<file path="src/rtl/pipe_chain.sv">
// rtl/pipe_chain.sv - parametrised pipeline-register chain with valid bits, stall and flush
//
// Purpose: DEPTH-stage staging chain (stage 0 = PC ... stage DEPTH-1 = MW).
//   Each stage holds a valid bit and WIDTH data bits. Data is shifted left by
//   SHIFT on every stage-to-stage move and again at the output.
// Ports:
//   clk        rising-edge clock
//   clr_n      asynchronous active-low reset
//   en         global enable; 0 freezes all state and drops in_ready
//   in_valid   entry offered to stage 0
//   in_data    entry payload
//   in_ready   stage 0 loads this cycle (en & no stall at or after stage 0)
//   stall      stall[i] holds stage i and every upstream stage
//   flush      flush[i] turns stage i's next value into a bubble
//   out_valid  valid bit of the last stage
//   q          last-stage data shifted left by SHIFT
//   occ        registered count of valid stages
module pipe_chain #(
  parameter int WIDTH = 32,
  parameter int DEPTH = 5,
  parameter int SHIFT = 1
) (
  input  logic                         clk,
  input  logic                         clr_n,
  input  logic                         en,
  input  logic                         in_valid,
  input  logic [WIDTH-1:0]             in_data,
  output logic                         in_ready,
  input  logic [DEPTH-1:0]             stall,
  input  logic [DEPTH-1:0]             flush,
  output logic                         out_valid,
  output logic [WIDTH-1:0]             q,
  output logic [$clog2(DEPTH+1)-1:0]   occ
);

  localparam int OW = $clog2(DEPTH+1);

  logic [DEPTH-1:0]            v;
  logic [DEPTH-1:0][WIDTH-1:0] d;
  logic [DEPTH-1:0]            hold;
  logic [DEPTH-1:0]            v_nxt;
  logic [DEPTH-1:0][WIDTH-1:0] d_nxt;
  logic [OW-1:0]               occ_nxt;

  // hold[i] is the OR of stall[j] for j >= i, built from the top stage down.
  always_comb begin
    logic acc;
    acc  = 1'b0;
    hold = '0;
    for (int i = DEPTH-1; i >= 0; i--) begin
      acc     = acc | stall[i];
      hold[i] = acc;
    end
  end

  always_comb begin
    v_nxt = v;
    d_nxt = d;

    // Stage 0 loads straight from the input, unshifted.
    if (flush[0]) begin
      v_nxt[0] = 1'b0;
      d_nxt[0] = '0;
    end else if (!hold[0]) begin
      v_nxt[0] = in_valid;
      d_nxt[0] = in_data;
    end

    // A stalled upstream stage hands a bubble forward; its data still moves
    // but is meaningless because the valid bit is cleared.
    for (int i = 1; i < DEPTH; i++) begin
      if (flush[i]) begin
        v_nxt[i] = 1'b0;
        d_nxt[i] = '0;
      end else if (!hold[i]) begin
        v_nxt[i] = v[i-1] & ~hold[i-1];
        d_nxt[i] = d[i-1] << SHIFT;
      end
    end
  end

  // occ tracks the popcount of the valid bits that will be registered.
  always_comb begin
    occ_nxt = '0;
    for (int i = 0; i < DEPTH; i++) begin
      occ_nxt = occ_nxt + OW'(v_nxt[i]);
    end
  end

  always_ff @(posedge clk or negedge clr_n) begin
    if (!clr_n) begin
      v   <= '0;
      d   <= '0;
      occ <= '0;
    end else if (en) begin
      v   <= v_nxt;
      d   <= d_nxt;
      occ <= occ_nxt;
    end
  end

  assign in_ready  = en & ~hold[0];
  assign out_valid = v[DEPTH-1];
  assign q         = d[DEPTH-1] << SHIFT;

endmodule

</file>
<file path="config.mk">
export PLATFORM = sky130hd
export DESIGN_NAME = pipe_chain
export DESIGN_NICKNAME = d
export VERILOG_FILES = /design/src/rtl/pipe_chain.sv
export SDC_FILE = /design/constraint.sdc
export NUM_CORES = 1
export LEC_CHECK = 0
export ABC_AREA = 1
export BUFFER_PORTS_ARGS = -buffer_cell sky130_fd_sc_hd__buf_4
export CAP_MARGIN = 15
export CORE_ASPECT_RATIO = 2
export CORE_MARGIN = 2
export CORE_UTILIZATION = 35
export CTS_CLUSTER_SIZE = 40
export DETAILED_ROUTE_END_ITERATION = 7
export PLACE_DENSITY = 0.61
export SETUP_SLACK_MARGIN = 0.15
export SYNTH_ARGS = -nofsm -noshare
export SYNTH_HDL_FRONTEND = slang
export SYNTH_SLANG_ARGS = --single-unit
</file>
<file path="constraint.sdc">
create_clock -name clk -period 2.85 [get_ports clk]
set_input_delay 0.1425 -clock clk [delete_from_list [all_inputs] [get_ports clk]]
set_output_delay 0.1425 -clock clk [all_outputs]
set_load 0.01 [all_outputs]
</file>
==> impl_metrics.py, run 1 <==
metrics = {
    "floorplanning": {
        "die_w_um": 99.3,
        "dieArea_um2": 19300,
        "start_util_pct": 35.8,
        "coreArea_um2": 17800,
        "placementRows": 69,
        "die_h_um": 195,
        "pin_count": 83,
    },
    "clock_tree": {
        "clkTransAtPathRegs_ns": 0.06,
        "cts_tree": "built",
        "cts_buffers": 17,
        "clk_path_buf_depth": 2,
        "insertion_delay_ns": 0.42,
        "cts.sinks": 143,
        "postCtsSetupBuffers": 0,
        "clockRootBuffer": "clkbuf_16",
        "htree_levels": 4,
    },
    "pwr": {
        "ir_drop_mv": 0.341,
        "power.density_nw_per_um2": 613,
        "p_leak_nw": 3.76,
    },
    "timing": {
        "rsz0062_at_grt": "false",
        "whs_ns": 0.00920,
        "fmax_mhz": 458,
        "period_needed_ns": 2.19,
        "finalSetupTns_ns": 0,
        "clock_skew_ns": 0.00458,
        "max_slew_margin_pct": 29.4,
        "tightestPinTransition_ns": 1.06,
        "post-route-period-util_pct": 76.7,
        "setup_viol_count_final": 0,
        "finalMaxSlewViolations": 0,
        "hold_viol": 0,
    },
    "layout": {
        "drive_above_1_share_pct": 20.1,
        "fin_area_um2": 7710,
        "synthToLayoutAreaGrowth_pct": 21.2,
        "antenna_cells": 0,
        "nNetsFinal": 793,
    },
    "logic_synthesis": {
        "synth.distinct_cells": 34,
        "synthCells": 685,
        "synth_top_area_share_pct": 56.3,
        "yosys_warnings": 0,
        "yosysSeqAreaShare_pct": 56.3,
        "yosys_register_bits": 143,
        "yosysMostFrequentCell": "nand2_1",
        "synth_edf_count": 0,
        "syn_avg_cell_area_um2": 9.29,
        "synthTopCellsByCount": "150 x nand2_1, 143 x dfrtp_1, 111 x nand3_1",
        "ys_top_cells_by_area": "dfrtp_1 56%, nand2_1 8.9%, nand3_1 8.7%",
        "synth_area_leader_cell": "dfrtp_1",
        "syn_area_um2": 6360,
        "synth-async-reset-ratio_pct": 100,
        "synth_ff_type": "dfrtp_1",
    },
    "global_routing": {
        "antenna_found_initial": 0,
        "grt_use_total_pct": 13.2,
        "grt_pass1_wl_um": 20800,
        "overflow": 0,
        "grt_start_max_net_pins": 88,
        "grt_pass1_vias": 4387,
    },
    "place": {
        "gp_congestion": 0.725,
        "dpl_cell_area_um2": 6760,
        "io_buffers": 72,
        "hpwl_um": 8180,
    },
    "setup_path": {
        "required_ns": 3.16,
        "crit_path_end_kind": "register",
        "crit_type": "register to register",
        "reg2reg_setup_slack_ns": 0.66,
        "worst_r2r_endpoint": "occ[1]",
        "regToRegStartpoint": "v[0]",
        "worstRegToRegCells": 9,
        "path_max_fanout": 2,
        "start_kind": "register",
        "arrival_ns": 2.50,
    },
    "detailed_routing": {
        "routed_via_density": 4.51,
        "wl_per_cell_um": 12.0,
        "drc": 0,
        "vias": 4378,
        "ant_nets": 0,
        "drt_iter0_drc": 180,
        "first_pass_iters": 7,
        "routed_wl_um": 11700,
    },
    "job": {
        "drv_cap": 0,
    },
    "worst_hold_path": {
        "hold_depth": 4,
        "min_from": "flush[1]",
        "holdPathEnd": "v[1]",
        "hp-class": "input pin to register",
    },
    "run_status": {
        "status": "completed",
    },
}
critical path, stage by stage (launching register included):
cell and delay, ns:
dfrtp_1 0.35, inv_1 0.05, nor3_1 0.23, a21oi_1 0.10
fa_1 0.54, inv_1 0.05, fa_1 0.38, ha_1 0.27
nand2_1 0.06, nand2_1 0.04
cells in the final DEF (no fill, tap or decap), types with 5 or more instances in the layout:
cell type	instances
buf_4	78
clkbuf_16	17
conb_1	5
dfrtp_1	143
dlygate4sd3_1	29
inv_1	65
inv_2	5
nand2_1	150
nand3_1	111
o21ai_0	84
o21ai_2	23
flip-flops by register name (all words and copies together) (netlist names):
register / flops
occ: 3
v: 5
q: 27
d: 108
cells by family (layout without fill, tap and decap cells):
family / Yosys count / count (layout) / synth area share, %
other: 1 / 5 / 0.0590
AND/OR/NAND/NOR: 273 / 273 / 19.5
adder cells (fa/ha/maj): 3 / 3 / 0.826
flip-flops: 143 / 143 / 56.3
AO/OA/AOI/OAI: 121 / 121 / 11.3
buffers and inverters: 144 / 212 / 12.1
per-stage QoR:
step	util [%]	setup slack, ns	power (mW)	std cells
2_1_floorplan	-	0.732	2.24	689
3_3_place_gp	38.0	0.473	2.34	908
3_5_place_dp	38.0	0.463	2.34	908
4_1_cts	43.3	0.575	4.79	969
5_1_grt	43.3	0.472	4.92	970
6_report	43.3	0.664	4.73	970
worst max-delay path by stage:
stage                        start       end  slack, ns  cells after the start
final                         v[0]    occ[1]       0.66                      9
after global routing          v[0]    occ[1]       0.47                      9
after CTS                       en  in_ready       0.58                      5
after detailed placement  stall[3]    occ[1]       0.46                     11
after global placement    stall[3]    occ[1]       0.47                     11
after floorplan           stall[3]    occ[1]       0.73                     10
power by group:
group	total, mW	switching (mW)	leakage (nW)	internal [mW]
Combinational	0.274	0.179	1.46	0.0951
Clock	2.40	0.894	0.302	1.51
Sequential	2.06	0.00860	2.00	2.05
Total	4.73	1.08	3.76	3.65
metal layers:
metal | GRT usage, % | share of wire (%) | routed length, um
met1 | 14.5 | 39 | 4560
met2 | 23.8 | 55 | 6420
met3 | 3.27 | 3.9 | 452
met4 | 5.48 | 1.9 | 227
met5 | 0 | 0 | 0
cell type report:
cell class / instances / area, um^2
Sequential cell: 143 / 3580
Fill cell: 1799 / 10100
Timing Repair Buffer: 110 / 922
Clock inverter: 14 / 205
Tap cell: 213 / 267
Clock buffer: 18 / 439
Multi-Input combinational cell: 402 / 2030
Inverter: 70 / 263
what timing repair did:
action | in CTS | in global routing
hold buffers | 29 | 0
hold endpoints to repair | 84 | 0
gates resized for setup | 0 | 0
No activity file was read; power rests on OpenSTA's default activity.
==> run 2, diff against run 1 <==
--- a/config.mk
+++ b/config.mk
@@ -13,7 +13,7 @@
 export CORE_UTILIZATION = 35
 export CTS_CLUSTER_SIZE = 40
 export DETAILED_ROUTE_END_ITERATION = 7
-export PLACE_DENSITY = 0.61
+export PLACE_DENSITY = 0.63
 export SETUP_SLACK_MARGIN = 0.15
 export SYNTH_ARGS = -nofsm -noshare
 export SYNTH_HDL_FRONTEND = slang
==> constraint.sdc (replaced) <==
create_clock -name clk -period 2 [get_ports clk]
set_input_delay 0.1 -clock clk [delete_from_list [all_inputs] [get_ports clk]]
set_output_delay 0.1 -clock clk [all_outputs]
set_load 0.01 [all_outputs]
==> impl_metrics.py, run 2 (synthesis results as in run 1) <==
metrics = {
    "clock_tree": {
        "clkTransAtPathRegs_ns": 0.06,
        "clk_path_buf_depth": 2,
        "cts_buffers": 17,
        "clockRootBuffer": "clkbuf_16",
        "cts_tree": "built",
        "htree_levels": 4,
        "cts.sinks": 143,
        "insertion_delay_ns": 0.42,
    },
    "layout": {
        "nNetsFinal": 806,
        "stdcell_count": 983,
        "layout_commonest_cell": "nand2_1",
        "top_register": "d",
        "fillCellCount": 1780,
        "antenna_cells": 0,
        "fin_area_um2": 7800,
        "final_util_pct": 43.9,
        "multi_input_area_um2": 2080,
        "synthToLayoutAreaGrowth_pct": 22.6,
        "final_cell_mix": "150 x nand2_1, 143 x dfrtp_1, 111 x nand3_1",
        "regArea_um2": 3580,
        "drive_above_1_share_pct": 22.3,
        "largest_register_ff_count": 108,
    },
    "global_routing": {
        "antenna_found_initial": 0,
        "overflow": 0,
        "grt_pass1_wl_um": 21500,
        "grt_use_total_pct": 13.6,
        "grt_pass1_vias": 4663,
        "grt_start_max_net_pins": 61,
    },
    "setup_path": {
        "path_max_fanout": 2,
        "crit_path_end_kind": "register",
        "required_ns": 2.36,
        "start_kind": "register",
        "arrival_ns": 2.36,
        "crit_type": "register to register",
    },
    "timing": {
        "post-route-period-util_pct": 100,
        "max_slew_margin_pct": 56.4,
        "tightestPinTransition_ns": 0.654,
        "whs_ns": 0.0114,
        "rsz0062_at_grt": "true",
        "setup_viol_count_final": 0,
        "period_needed_ns": 2.00,
        "hold_viol": 0,
        "fmax_mhz": 500,
        "finalMaxSlewViolations": 0,
        "clock_skew_ns": 0.00728,
    },
    "job": {
        "drv_cap": 0,
    },
    "place": {
        "io_buffers": 72,
        "gp_congestion": 0.735,
        "post-place-cells": 919,
        "dpl_cell_area_um2": 6890,
        "hpwl_um": 8490,
    },
    "worst_hold_path": {
        "hp-class": "input pin to register",
    },
    "floorplanning": {
        "start_util_pct": 35.8,
        "dieArea_um2": 19300,
        "coreArea_um2": 17800,
        "die_h_um": 195,
        "die_w_um": 99.3,
        "placementRows": 69,
        "pin_count": 83,
    },
    "run_status": {
        "status": "completed",
    },
    "detailed_routing": {
        "wl_per_cell_um": 12.1,
        "routed_wl_um": 11900,
        "vias": 4432,
        "routed_via_density": 4.51,
        "drc": 0,
        "ant_nets": 0,
        "drt_iter0_drc": 170,
        "first_pass_iters": 7,
    },
    "pwr": {
        "ir_drop_mv": 0.484,
        "p_leak_nw": 3.80,
        "power.density_nw_per_um2": 815,
    },
}
[run 2: power by group]
part | switching, mW | internal [mW] | total (mW) | leakage (nW)
logic | 0.261 | 0.155 | 0.415 | 1.53
registers | 0.0124 | 2.92 | 2.93 | 2.00
clock network | 1.36 | 1.65 | 3.02 | 0.273
[run 2: final timing paths]
check	startpoint	endpoint	slack, ns	cells past startpoint
worst max-delay path	v[0]	occ[1]	0.0009	9
worst min-delay path	flush[3]	v[3]	0.01	4
worst max register to register	v[0]	occ[1]	0.0009	9
worst min register to register	d[9]	d[9]	0.47	2
max in group asynchronous	clr_n	d[22]	1.04	3
min in group asynchronous	clr_n	v[0]	0.22	2
[run 2: repair_timing]
action	4_1_cts	5_1_grt
hold buffers	31	0
pin swaps	2	1
setup buffers	1	0
setup endpoints to repair	3	3
endpoints found under the hold margin	89	0
resized for setup	5	0
[run 2: layer usage]
metal,wire length [um],GRT usage (%),part of all wire [%],up-vias
li1,-,-,-,2333
met1,4700,14.9,39,2005
met2,6520,24.4,55,78
met3,414,3.09,3.5,16
met4,280,6.29,2.4,0
met5,0,0,0,-
[run 2: per-stage QoR]
stage / setup slack [ns] / setup TNS [ns] / total power, mW
finish: 0.000901 / 0 / 6.36
global route: -0.0745 / -0.105 / 6.63
CTS: -0.00452 / -0.00452 / 6.44
detailed placement: -0.198 / -0.438 / 3.36
global placement: -0.194 / -0.401 / 3.36
floorplan: 0.00821 / 0 / 3.20
[run 2: layout make-up]
cell class | instances | area share, %
clock inverter | 15 | 1.89
inverter | 70 | 3.37
tap | 213 | 3.42
multi-input combinational | 402 | 26.6
clock buffer | 17 | 5.45
sequential | 143 | 45.9
timing repair buffer | 123 | 13.4
[run 2: critical path, cell delays in order, from the launching register on]
cell and delay (ns):
dfrtp_1 0.36, inv_2 0.06, a21oi_2 0.13, o21ai_2 0.07, fa_1 0.54, inv_2 0.04
fa_2 0.37, ha_4 0.27, nand2_1 0.04, nand2_1 0.06
==> run 3, diff against run 2 <==
==> constraint.sdc (replaced) <==
create_clock -name clk -period 2 [get_ports clk]
set_input_delay 0.4 -clock clk [delete_from_list [all_inputs] [get_ports clk]]
set_output_delay 0.4 -clock clk [all_outputs]
set_load 0.01 [all_outputs]
==> impl_metrics.py, run 3 (synthesis results as in run 1) <==
metrics = {
    "run_status": {
        "status": "finished, violations left",
        "violations": "negative setup slack",
    },
    "timing": {
        "finalMaxSlewViolations": 0,
        "clock_skew_ns": 0.00976,
        "max_slew_margin_pct": 30.4,
        "hold_viol": 0,
        "post-route-period-util_pct": 101,
        "fmax_mhz": 494,
        "rsz0062_at_grt": "true",
        "worst_slack_ns": -0.0244,
        "tightestPinTransition_ns": 1.04,
        "period_needed_ns": 2.02,
        "setup_viol_count_final": 1,
    },
    "clock_tree": {
        "htree_levels": 4,
        "cts_tree": "built",
        "cts.sinks": 143,
        "cts_buffers": 17,
        "clkTransAtPathRegs_ns": 0.06,
        "clockRootBuffer": "clkbuf_16",
        "clk_path_buf_depth": 2,
        "insertion_delay_ns": 0.42,
    },
    "job": {
        "drv_cap": 0,
    },
    "setup_path": {
        "crit_type": "register to register",
        "required_ns": 2.36,
        "path_max_fanout": 2,
        "reg2reg_setup_slack_ns": -0.02,
        "arrival_ns": 2.38,
        "worst_r2r_endpoint": "occ[1]",
        "start_kind": "register",
        "regToRegStartpoint": "v[0]",
        "crit_path_end_kind": "register",
        "worstRegToRegCells": 9,
    },
    "pwr": {
        "power.density_nw_per_um2": 876,
        "ir_drop_mv": 0.530,
        "total_power_mw": 6.67,
        "p_leak_nw": 3.74,
    },
    "place": {
        "hpwl_um": 8470,
        "place_ws_ns": -0.545,
        "io_buffers": 72,
        "gp_congestion": 0.757,
    },
    "layout": {
        "drive_above_1_share_pct": 23.4,
        "nNetsFinal": 781,
        "fillCellCount": 1793,
        "largest_register_ff_count": 108,
        "synthToLayoutAreaGrowth_pct": 19.6,
        "top_register": "d",
        "layout_commonest_cell": "nand2_1",
        "antenna_cells": 0,
        "final_cell_mix": "150 x nand2_1, 143 x dfrtp_1, 111 x nand3_1",
    },
    "detailed_routing": {
        "vias": 4374,
        "ant_nets": 0,
        "routed_wl_um": 11600,
        "drt_iter0_drc": 160,
        "first_pass_iters": 4,
        "routed_via_density": 4.57,
        "wl_per_cell_um": 12.2,
        "drc": 0,
    },
    "worst_hold_path": {
        "holdPathEnd": "d[0]",
        "hp-class": "input pin to register",
        "hold_depth": 3,
        "min_from": "in_data[0]",
    },
    "floorplanning": {
        "start_util_pct": 35.8,
        "coreArea_um2": 17800,
        "placementRows": 69,
        "dieArea_um2": 19300,
        "pin_count": 83,
        "die_h_um": 195,
        "die_w_um": 99.3,
    },
    "global_routing": {
        "grt_pass1_vias": 4350,
        "grt_use_total_pct": 13.1,
        "grt_pass1_wl_um": 20600,
        "antenna_found_initial": 0,
        "grt_start_max_net_pins": 56,
        "overflow": 0,
    },
}
## run 3: cell types whose count changed in the layout (fill, tap and decap cells not counted), sizes merged
cell	delta
buf	+5
bufinv	+3
clkbuf	+2
clkinv	+1
clkinvlp	-3
dlygate4sd3	-30
inv	-3
## run 3: worst max-delay path, cell delays in order, from the launching register on
cell and delay, ns:
dfrtp_1 0.35, inv_2 0.06, nor3_4 0.18, a21oi_2 0.06, fa_1 0.54, inv_2 0.04, fa_2 0.36, ha_4 0.27
nand2_1 0.04, nand2_1 0.06
## run 3: what timing repair did
action | CTS | global route
cloned | 0 | 0
hold buffers | 1 | 0
setup endpoints to repair | 3 | 3
hold endpoints to repair | 33 | 0
gates resized for setup | 3 | 1
setup buffers | 2 | 0
pin swaps | 2 | 0
## run 3: cell type report
| type | instances | area [um^2] | share of cell area [%] |
|---|---|---|---|
| clock buffer | 19 | 453 | 5.95 |
| clock inverter | 13 | 176 | 2.32 |
| inverter | 70 | 263 | 3.45 |
| multi-input combinational | 402 | 2060 | 27.1 |
| sequential | 143 | 3580 | 47.0 |
| tap | 213 | 267 | 3.50 |
| timing repair buffer | 98 | 805 | 10.6 |
## run 3: where the power goes
part           switching, mW  internal (mW)  total [mW]
clock                   1.29           2.06        3.35
combinational          0.256          0.129       0.385
sequential            0.0120           2.92        2.93
total                   1.56           5.10        6.67
## run 3: worst max path at each step
stage | start | end | slack [ns] | cells past startpoint
6_report | v[0] | occ[1] | -0.02 | 9
5_1_grt | v[0] | occ[1] | -0.10 | 9
4_1_cts | v[0] | occ[1] | -0.04 | 9
3_5_place_dp | stall[4] | occ[1] | -0.55 | 11
3_3_place_gp | stall[4] | occ[1] | -0.52 | 11
2_1_floorplan | stall[4] | occ[1] | -0.31 | 10
## run 3: layer usage
layer / wire length (um) / global-route usage, % / part of all wire, % / up-vias
met5: 0 / 0 / 0 / -
li1: - / - / - / 2293
met4: 284 / 6.60 / 2.4 / 0
met2: 6350 / 23.4 / 55 / 69
met3: 347 / 2.52 / 3.0 / 20
met1: 4660 / 14.6 / 40 / 1992
## run 3: metrics by stage
stage / instance area (um^2) / utilization (%) / TNS [ns] / hold WS (ns) / std cells
after floorplan: 6410 / - / -0.741 / 0.104 / 689
after global placement: 6950 / 39.1 / -1.40 / 0.331 / 923
after detailed placement: 6950 / 39.1 / -1.48 / 0.331 / 923
after CTS: 7610 / 42.8 / -0.0375 / 0.186 / 958
after global routing: 7610 / 42.8 / -0.134 / 0.204 / 958
final: 7610 / 42.8 / -0.0244 / 0.206 / 958
